**src/rtl/instr_fetch.sv**
```systemverilog
// ---------------------------------------------------------------------------
// instr_fetch
//   Instruction fetch unit: initiator side of the instruction-memory read
//   interface. Keeps the program counter, presents it as the word address to
//   instr_mem, captures the combinational read data on the same edge that
//   advances the PC, and hands {pc, instr} pairs to decode through a 2-entry
//   FIFO with a valid/ready handshake. Redirects flush the FIFO and reload the
//   PC; a fetched HALT_INSTR word stops fetching until the next redirect.
//
// Parameters
//   RESET_PC   : PC value after reset (word address)
//   PC_STEP    : PC increment per fetch
//   HALT_INSTR : encoding that stops fetching
//
// Ports
//   clk            : clock, rising edge
//   rst_n          : asynchronous active-low reset
//   fetch_en       : allow fetching
//   imem_addr      : word address to instr_mem (registered PC)
//   imem_data      : combinational read data for imem_addr
//   redirect_valid : branch/jump taken this cycle
//   redirect_pc    : redirect target word address
//   instr_valid    : FIFO head holds an instruction
//   instr_ready    : decode accepts the head
//   instr_out      : head instruction
//   instr_pc       : address the head was fetched from
//   halted         : high while in HALTED state
// ---------------------------------------------------------------------------
module instr_fetch #(
  parameter logic [31:0] RESET_PC   = 32'h0000_0000,
  parameter logic [31:0] PC_STEP    = 32'd1,
  parameter logic [31:0] HALT_INSTR = 32'h0000_0073
) (
  input  logic        clk,
  input  logic        rst_n,
  input  logic        fetch_en,
  output logic [31:0] imem_addr,
  input  logic [31:0] imem_data,
  input  logic        redirect_valid,
  input  logic [31:0] redirect_pc,
  output logic        instr_valid,
  input  logic        instr_ready,
  output logic [31:0] instr_out,
  output logic [31:0] instr_pc,
  output logic        halted
);

  typedef enum logic [1:0] {
    S_IDLE   = 2'd0,
    S_RUN    = 2'd1,
    S_HALTED = 2'd2
  } state_t;

  state_t      state_q;
  logic        halted_q;
  logic [31:0] pc_q;

  // Two-entry FIFO storage, addressed by one-bit read/write pointers.
  logic [31:0] buf_pc    [2];
  logic [31:0] buf_instr [2];
  logic        rd_ptr;
  logic        wr_ptr;
  logic [1:0]  count;

  logic pop;
  logic push;
  logic flush;
  logic is_halt;

  assign instr_valid = (count != 2'd0);
  assign instr_out   = buf_instr[rd_ptr];
  assign instr_pc    = buf_pc[rd_ptr];
  assign imem_addr   = pc_q;
  assign halted      = halted_q;

  assign pop     = instr_valid & instr_ready;
  // Redirect is ignored in IDLE; elsewhere it outranks everything else.
  assign flush   = redirect_valid & (state_q != S_IDLE);
  // A full FIFO can still accept a fetch when the head leaves this cycle.
  assign push    = (state_q == S_RUN) & fetch_en & ~redirect_valid &
                   ((count < 2'd2) | pop);
  assign is_halt = (imem_data == HALT_INSTR);

  // NOTE: sequential state is assigned with non-blocking (<=) so every
  // register samples the pre-edge values of the others, matching hardware.
  always_ff @(posedge clk or negedge rst_n) begin
    if (!rst_n) begin
      state_q  <= S_IDLE;
      halted_q <= 1'b0;
      pc_q     <= RESET_PC;
      rd_ptr   <= 1'b0;
      wr_ptr   <= 1'b0;
      count    <= 2'd0;
      // NOTE: the FIFO storage is reset too, because its head drives
      // instr_out/instr_pc directly and those must read zero after reset.
      for (int i = 0; i < 2; i++) begin
        buf_pc[i]    <= 32'h0;
        buf_instr[i] <= 32'h0;
      end
    end else if (flush) begin
      // Flush drops both buffered entries and any pop this cycle; no fetch.
      state_q  <= S_RUN;
      halted_q <= 1'b0;
      pc_q     <= redirect_pc;
      rd_ptr   <= 1'b0;
      wr_ptr   <= 1'b0;
      count    <= 2'd0;
    end else begin
      if (push) begin
        buf_pc[wr_ptr]    <= pc_q;
        buf_instr[wr_ptr] <= imem_data;
        wr_ptr            <= ~wr_ptr;
        // The halt word is enqueued but the PC parks on it.
        if (!is_halt) begin
          pc_q <= pc_q + PC_STEP;
        end
      end
      if (pop) begin
        rd_ptr <= ~rd_ptr;
      end
      count <= count + {1'b0, push} - {1'b0, pop};

      case (state_q)
        S_IDLE: begin
          if (fetch_en) begin
            state_q <= S_RUN;
          end
        end
        S_RUN: begin
          if (!fetch_en) begin
            state_q <= S_IDLE;
          end else if (push && is_halt) begin
            state_q  <= S_HALTED;
            halted_q <= 1'b1;
          end
        end
        S_HALTED: begin
          // Only a redirect (handled above) leaves HALTED.
          state_q <= S_HALTED;
        end
        default: begin
          state_q  <= S_IDLE;
          halted_q <= 1'b0;
        end
      endcase
    end
  end

endmodule

```
**config.mk**
```make
export PLATFORM = sky130hd
export DESIGN_NAME = instr_fetch
export DESIGN_NICKNAME = d
export VERILOG_FILES = /design/src/rtl/instr_fetch.sv
export SDC_FILE = /design/constraint.sdc
export NUM_CORES = 1
export LEC_CHECK = 0
export ABC_AREA = 1
export CAP_MARGIN = 5
export CORE_MARGIN = 2
export CORE_UTILIZATION = 53
export CTS_CLUSTER_DIAMETER = 60
export DETAILED_ROUTE_END_ITERATION = 7
export PLACE_DENSITY = 0.79
export SLEW_MARGIN = 10
export SYNTH_ARGS = -nofsm -noshare
export SYNTH_HDL_FRONTEND = slang
export SYNTH_SLANG_ARGS = --single-unit
```
**constraint.sdc**
```tcl
create_clock -name clk -period 2.2 [get_ports clk]
set_clock_uncertainty 0.1 [all_clocks]
set_input_delay 0.44 -clock clk [delete_from_list [all_inputs] [get_ports clk]]
set_output_delay 0.44 -clock clk [all_outputs]
set_load 0.03 [all_outputs]
```
### After elaboration in Yosys (flattened, before gate mapping)

Cells that the tools add are included.

* $add $sub $neg: 3
* $lt $le $gt $ge: 4
* equal/unequal tests: 9
* mux-type cells: 27
* bitwise logic cells: 12
* reductions and logical operators: 12

Operators with widths (number)
* 2-to-1 mux 32 bit: 10
* bitwise mux 64 bit: 2
* adder 32 x 1 -> 32 bit (second input constant): 1
* demux 32 bit (select 1 bit): 1
* == test 32 x 7 -> 1 bit (second input constant): 1
* 2-to-1 mux 2 bit: 5
* nonzero test 2 bit: 4
* 2-to-1 mux 1 bit: 7
* inequality test 3 bit (second input constant): 2
* one-hot mux 2 bit (3 select lines): 1
* AND reduction 2 bit: 3
* AND 1 bit: 5
* greater-or-equal comparator 2 bit (second input constant): 2
* inequality test 4 x 3 -> 1 bit (second input constant): 1
* NOT 1 bit: 4
* NOT 1 -> 2 bit: 2
* inequality test 3 x 2 -> 1 bit (second input constant): 1
* AND reduction 3 bit: 1
* adder 2 x 1 -> 2 bit: 1
* == test 2 x 1 -> 1 bit (second input constant): 1
* == test 2 bit (second input constant): 1
* logical AND 1 bit: 2
* zero test 2 bit: 1
* less-than comparator 2 x 1 -> 1 bit (second input constant): 1
* 7 further kinds: 7

* bits in registers: 167
* bits of input ports: 69
* word-level logic and storage cells: 77

### Depth between registers and ports, before layout

* word-level depth: 9
* depth in mapped cells: 12

### Worst setup path before layout

Ideal clock, no wire load.

* path type: reg-to-reg
* start: register pc_q[1] (netlist: imem_addr[1])
* end: register pc_q[10] (netlist: imem_addr[10])
* setup time: 0.119 ns
* data arrival time: 1.605 ns
* slack: 0.376 ns
* stages on the path, launching flop included: 10
* buffers on the path: 0
* period minus slack after synthesis: 1.824 ns
* cell sequence: dfrtp_1 -> ha_1 -> nand2_1 -> nor2_1 -> nand2_1 -> nor2_1 -> xor2_1 -> nor2_1 -> nor2_1 -> nand2_1

* longest elaborated chain between the ends: 4

RTL lines
* from (decl): RTL line 56 `logic [31:0] pc_q;`
* from (signal assigned): RTL line 104 `pc_q <= redirect_pc;`
* from (signal assigned): RTL line 115 `pc_q <= pc_q + PC_STEP;`
* adder 32 x 1 -> 32 bit: RTL line 115
* 2-to-1 mux 32 bit: RTL line 114 `if (!is_halt) begin`
* 2-to-1 mux 32 bit: RTL line 109 `if (push) begin`
* 2-to-1 mux 32 bit: RTL line 100 `end else if (flush) begin`

No other way between the ends. The select of a mux whose other input is x is not followed.
A chain may end at the register's enable or synchronous reset.

### Worst setup path in the final report

* start: register rd_ptr
* end: output port instr_out[11]

* longest elaborated chain between the ends: 4

RTL lines
* from (decl): RTL line 61 `logic rd_ptr;`
* from (signal assigned): RTL line 119 `rd_ptr <= ~rd_ptr;`
* NOT 1 -> 2 bit (not written as such): RTL line 71 `assign instr_out = buf_instr[rd_ptr];`
* 2-to-1 mux 32 bit (not written as such) (3 in series): RTL line 71
* to (decl): RTL line 43 `output logic [31:0] instr_out,`

No other way between the ends. The select of a mux whose other input is x is not followed.

==> out/metrics.yaml <==
die:
  die_y_um: 132
  ios: 167
  initial_utilization_pct: 54.3
  rows: 46
  core_area_um2: 15900
  die_w_um: 132
  die_area_um2: 17400
power_and_ir_drop:
  p_per_area_nw_per_um2: 1530
  peakVddDrop_v: 0.000874
  p_sw_share_pct: 44.0
  power_w: 0.0175
  clock_power_share_pct: 17.8
  leakage_nw: 5.82
  pwr-share-seq_pct: 31.4
  pwr-share-comb_pct: 50.9
  power_switching_w: 0.00768
  intPower_w: 0.00979
grt:
  grt_max_degree: 52
  grt_pass1_wl_um: 37100
  grt.overflow.total: 0
  met1_usage_pct: 36.1
  track_usage_pct: 26.5
  use_met3_pct: 4.08
  first_global_vias: 7580
  antenna_found_initial: 0
  top_usage_layer: "met2"
  grt_use_met2_pct: 44.2
finish:
  multi_input_area_um2: 3800
  area_delta_synth_final_pct: 31.6
  drive_gt1_share_pct: 16.0
  regArea_um2: 4180
  finalNonFillerCells: 1575
  antenna_cells: 0
  design_area_um2: 11400
  fill_cells: 1313
  num-nets-final: 1419
worst_setup_path:
  worst-path-stages: 5
  r2r_cells: 10
  critPathRequiredTime_ps: 1660
  endpoint_kind: "output port"
  crit_arrival_ps: 1640
  cp_top_family: "buffers and inverters"
  cp-start-kind: "flip-flop"
  crit_buf_inv: 3
  cp_cell_sequence: "inv_2 -> bufbuf_16 -> nand2_1 -> nand2_1 -> buf_4"
  crit_type: "flip-flop to output port"
  critPathMaxFanout: 24
  crit_top_cell: "nand2_1"
  r2r_start: "imem_addr[0]"
  critPathSlowestCell: "dfrtp_2"
  cpPeakStageDelay_ps: 450
  cp-startpoint: "rd_ptr"
timing:
  rsz0062_at_grt: "true"
  slew_viol_final: 0
  fin_crit_ps: 2180
  relSlewSlack_pct: 67.3
  fmax_ghz: 0.458
  tightest_slew_ps: 491
  setup_tns_ps: 0
  timing.hold.ws_ps: 381
  hold_viol: 0
  fin_crit_sh_pct: 99.2
  setup_violations: 0
synth:
  yosys.area.top_type: "dfrtp_1"
  ys_seq_area_share_pct: 48.3
  netlist_top_cells_area: "dfrtp_1 48%, nand2_1 23%, o21ai_2 5.1%"
  synth_area_um2: 8650
  syn-instance-count: 1167
  yosys_warnings: 0
  synth.top_cell.area_share_pct: 48.3
  synth_cell_types: 26
  synth.avg_cell_area_um2: 7.41
  synth_seq_cells: 167
  synthesis.nets: 1239
drt:
  routed_via_density: 5.03
  vias: 7915
  drtPass1Iterations: 6
  wl_per_cell_um: 14.1
  finalWirelength_um: 22300
  antenna_left: 0
  drc: 0
  drtIter0Drc: 589
cts:
  cts_buffers: 17
  clk_latency_ps: 430
  tritoncts: "done"
  path_clk_slew_ps: 60
  cts-root-buf: "clkbuf_16"
  cts_num_sinks: 167
  cts_max_level: 4
  cts_buffer_depth: 2
status:
  outcome: "completed"
place:
  hpwl_um: 15700
  gp_congestion: 0.940
  dp.cells: 1540
  portBuffers: 166
  placed_cell_area_um2: 10700
hold_path:
  hp-start: "buf_instr[42]"
  hold_path.class: "flip-flop to flip-flop"
  holdPathStages: 2
run:
  cap_violations: 0
kinds of logic after synthesis:
logic type / after synthesis / share of synthesized area [%]
adder cells (fa/ha/maj): 3 / 0.434
AO/OA/AOI/OAI: 155 / 11.2
AND/OR/NAND/NOR: 687 / 31.5
buffers and inverters: 148 / 7.90
flip-flops: 167 / 48.3
XOR/XNOR: 7 / 0.709
metal layers:
metal | vias up | part of all wire [%]
met2 | 248 | 48
met3 | 27 | 4.9
met4 | 0 | 1.8
li1 | 3989 | -
met5 | - | 0
met1 | 3651 | 45
cell usage in the layout (no fill, tap or decap), types with 5 or more instances in the layout:
master / n
buf_12: 21
buf_4: 88
clkbuf_16: 17
clkdlybuf4s50_1: 98
dfrtp_1: 166
inv_1: 89
inv_2: 5
nand2_1: 534
nand3_1: 62
nor2_1: 68
o21ai_0: 86
o21ai_1: 15
o21ai_2: 50
or2_2: 10
xor2_1: 5
final timing paths:
path,endpoint,slack [ps]
setup / recovery,instr_out[11],20
hold / removal,buf_instr[42],380
setup reg to reg,imem_addr[22],310
hold reg to reg,buf_instr[42],380
max in group asynchronous,buf_instr[14],900
min in group asynchronous,buf_instr[52],420
registers in the layout, summed over array words and instances, names as in the netlist:
name,cells
halted,1
state_q,2
imem_addr,32
rd_ptr,1
buf_pc,64
wr_ptr,1
buf_instr,64
count,2
worst min-delay path, cell delays in order (launching register included):
cell and delay, ps:
dfrtp_1 340, nand2_1 60, o21ai_2 40
per-stage QoR:
step,worst slack (ps),util (%)
detailed placement,-29.5,67.1
CTS,-0.103,71.4
global route,-56.8,71.4
finish,17.7,71.4
floorplan,376,-
global placement,39.1,67.1
cell usage after synthesis:
cell / n
nand3_1: 62
o21ai_0: 86
or2_2: 10
inv_2: 4
inv_1: 90
nor2_1: 70
ha_1: 3
buf_6: 14
dfrtp_1: 167
nor2_2: 2
nand3b_1: 1
or2_4: 1
nand3_2: 1
xnor2_1: 2
o211ai_1: 1
buf_2: 18
a21oi_1: 3
o21ai_1: 15
o21ai_2: 50
nand2_2: 2
nor2_4: 2
buf_1: 5
xor2_1: 5
nor3_1: 1
clkbuf_1: 17
nand2_1: 535
power groups by stage:
stage | sequential, W | clock (W) | combinational (W)
floorplan | 0.00577 | 0 | 0.00500
global route | 0.00566 | 0.00327 | 0.00965
CTS | 0.00546 | 0.00315 | 0.00895
detailed placement | 0.00550 | 0 | 0.00877
finish | 0.00548 | 0.00311 | 0.00888
global placement | 0.00544 | 0 | 0.00863
final cells by class:
class / instances / share of cell area (%)
Clock buffer: 23 / 4.11
Clock inverter: 8 / 1.29
Inverter: 94 / 3.10
Multi-Input combinational cell: 852 / 33.4
Sequential cell: 167 / 36.7
Tap cell: 216 / 2.37
Timing Repair Buffer: 215 / 19.0
what timing repair did:
| action | in CTS | in global routing |
|---|---|---|
| hold endpoints to repair | 47 | 0 |
| hold buffers | 1 | 0 |
| gates cloned | 1 | 0 |
| gates resized for setup | 4 | 2 |
| setup endpoints to repair | 22 | 27 |
| buffers inserted | 2 | 0 |
No activity file was read; power rests on OpenSTA's default activity.
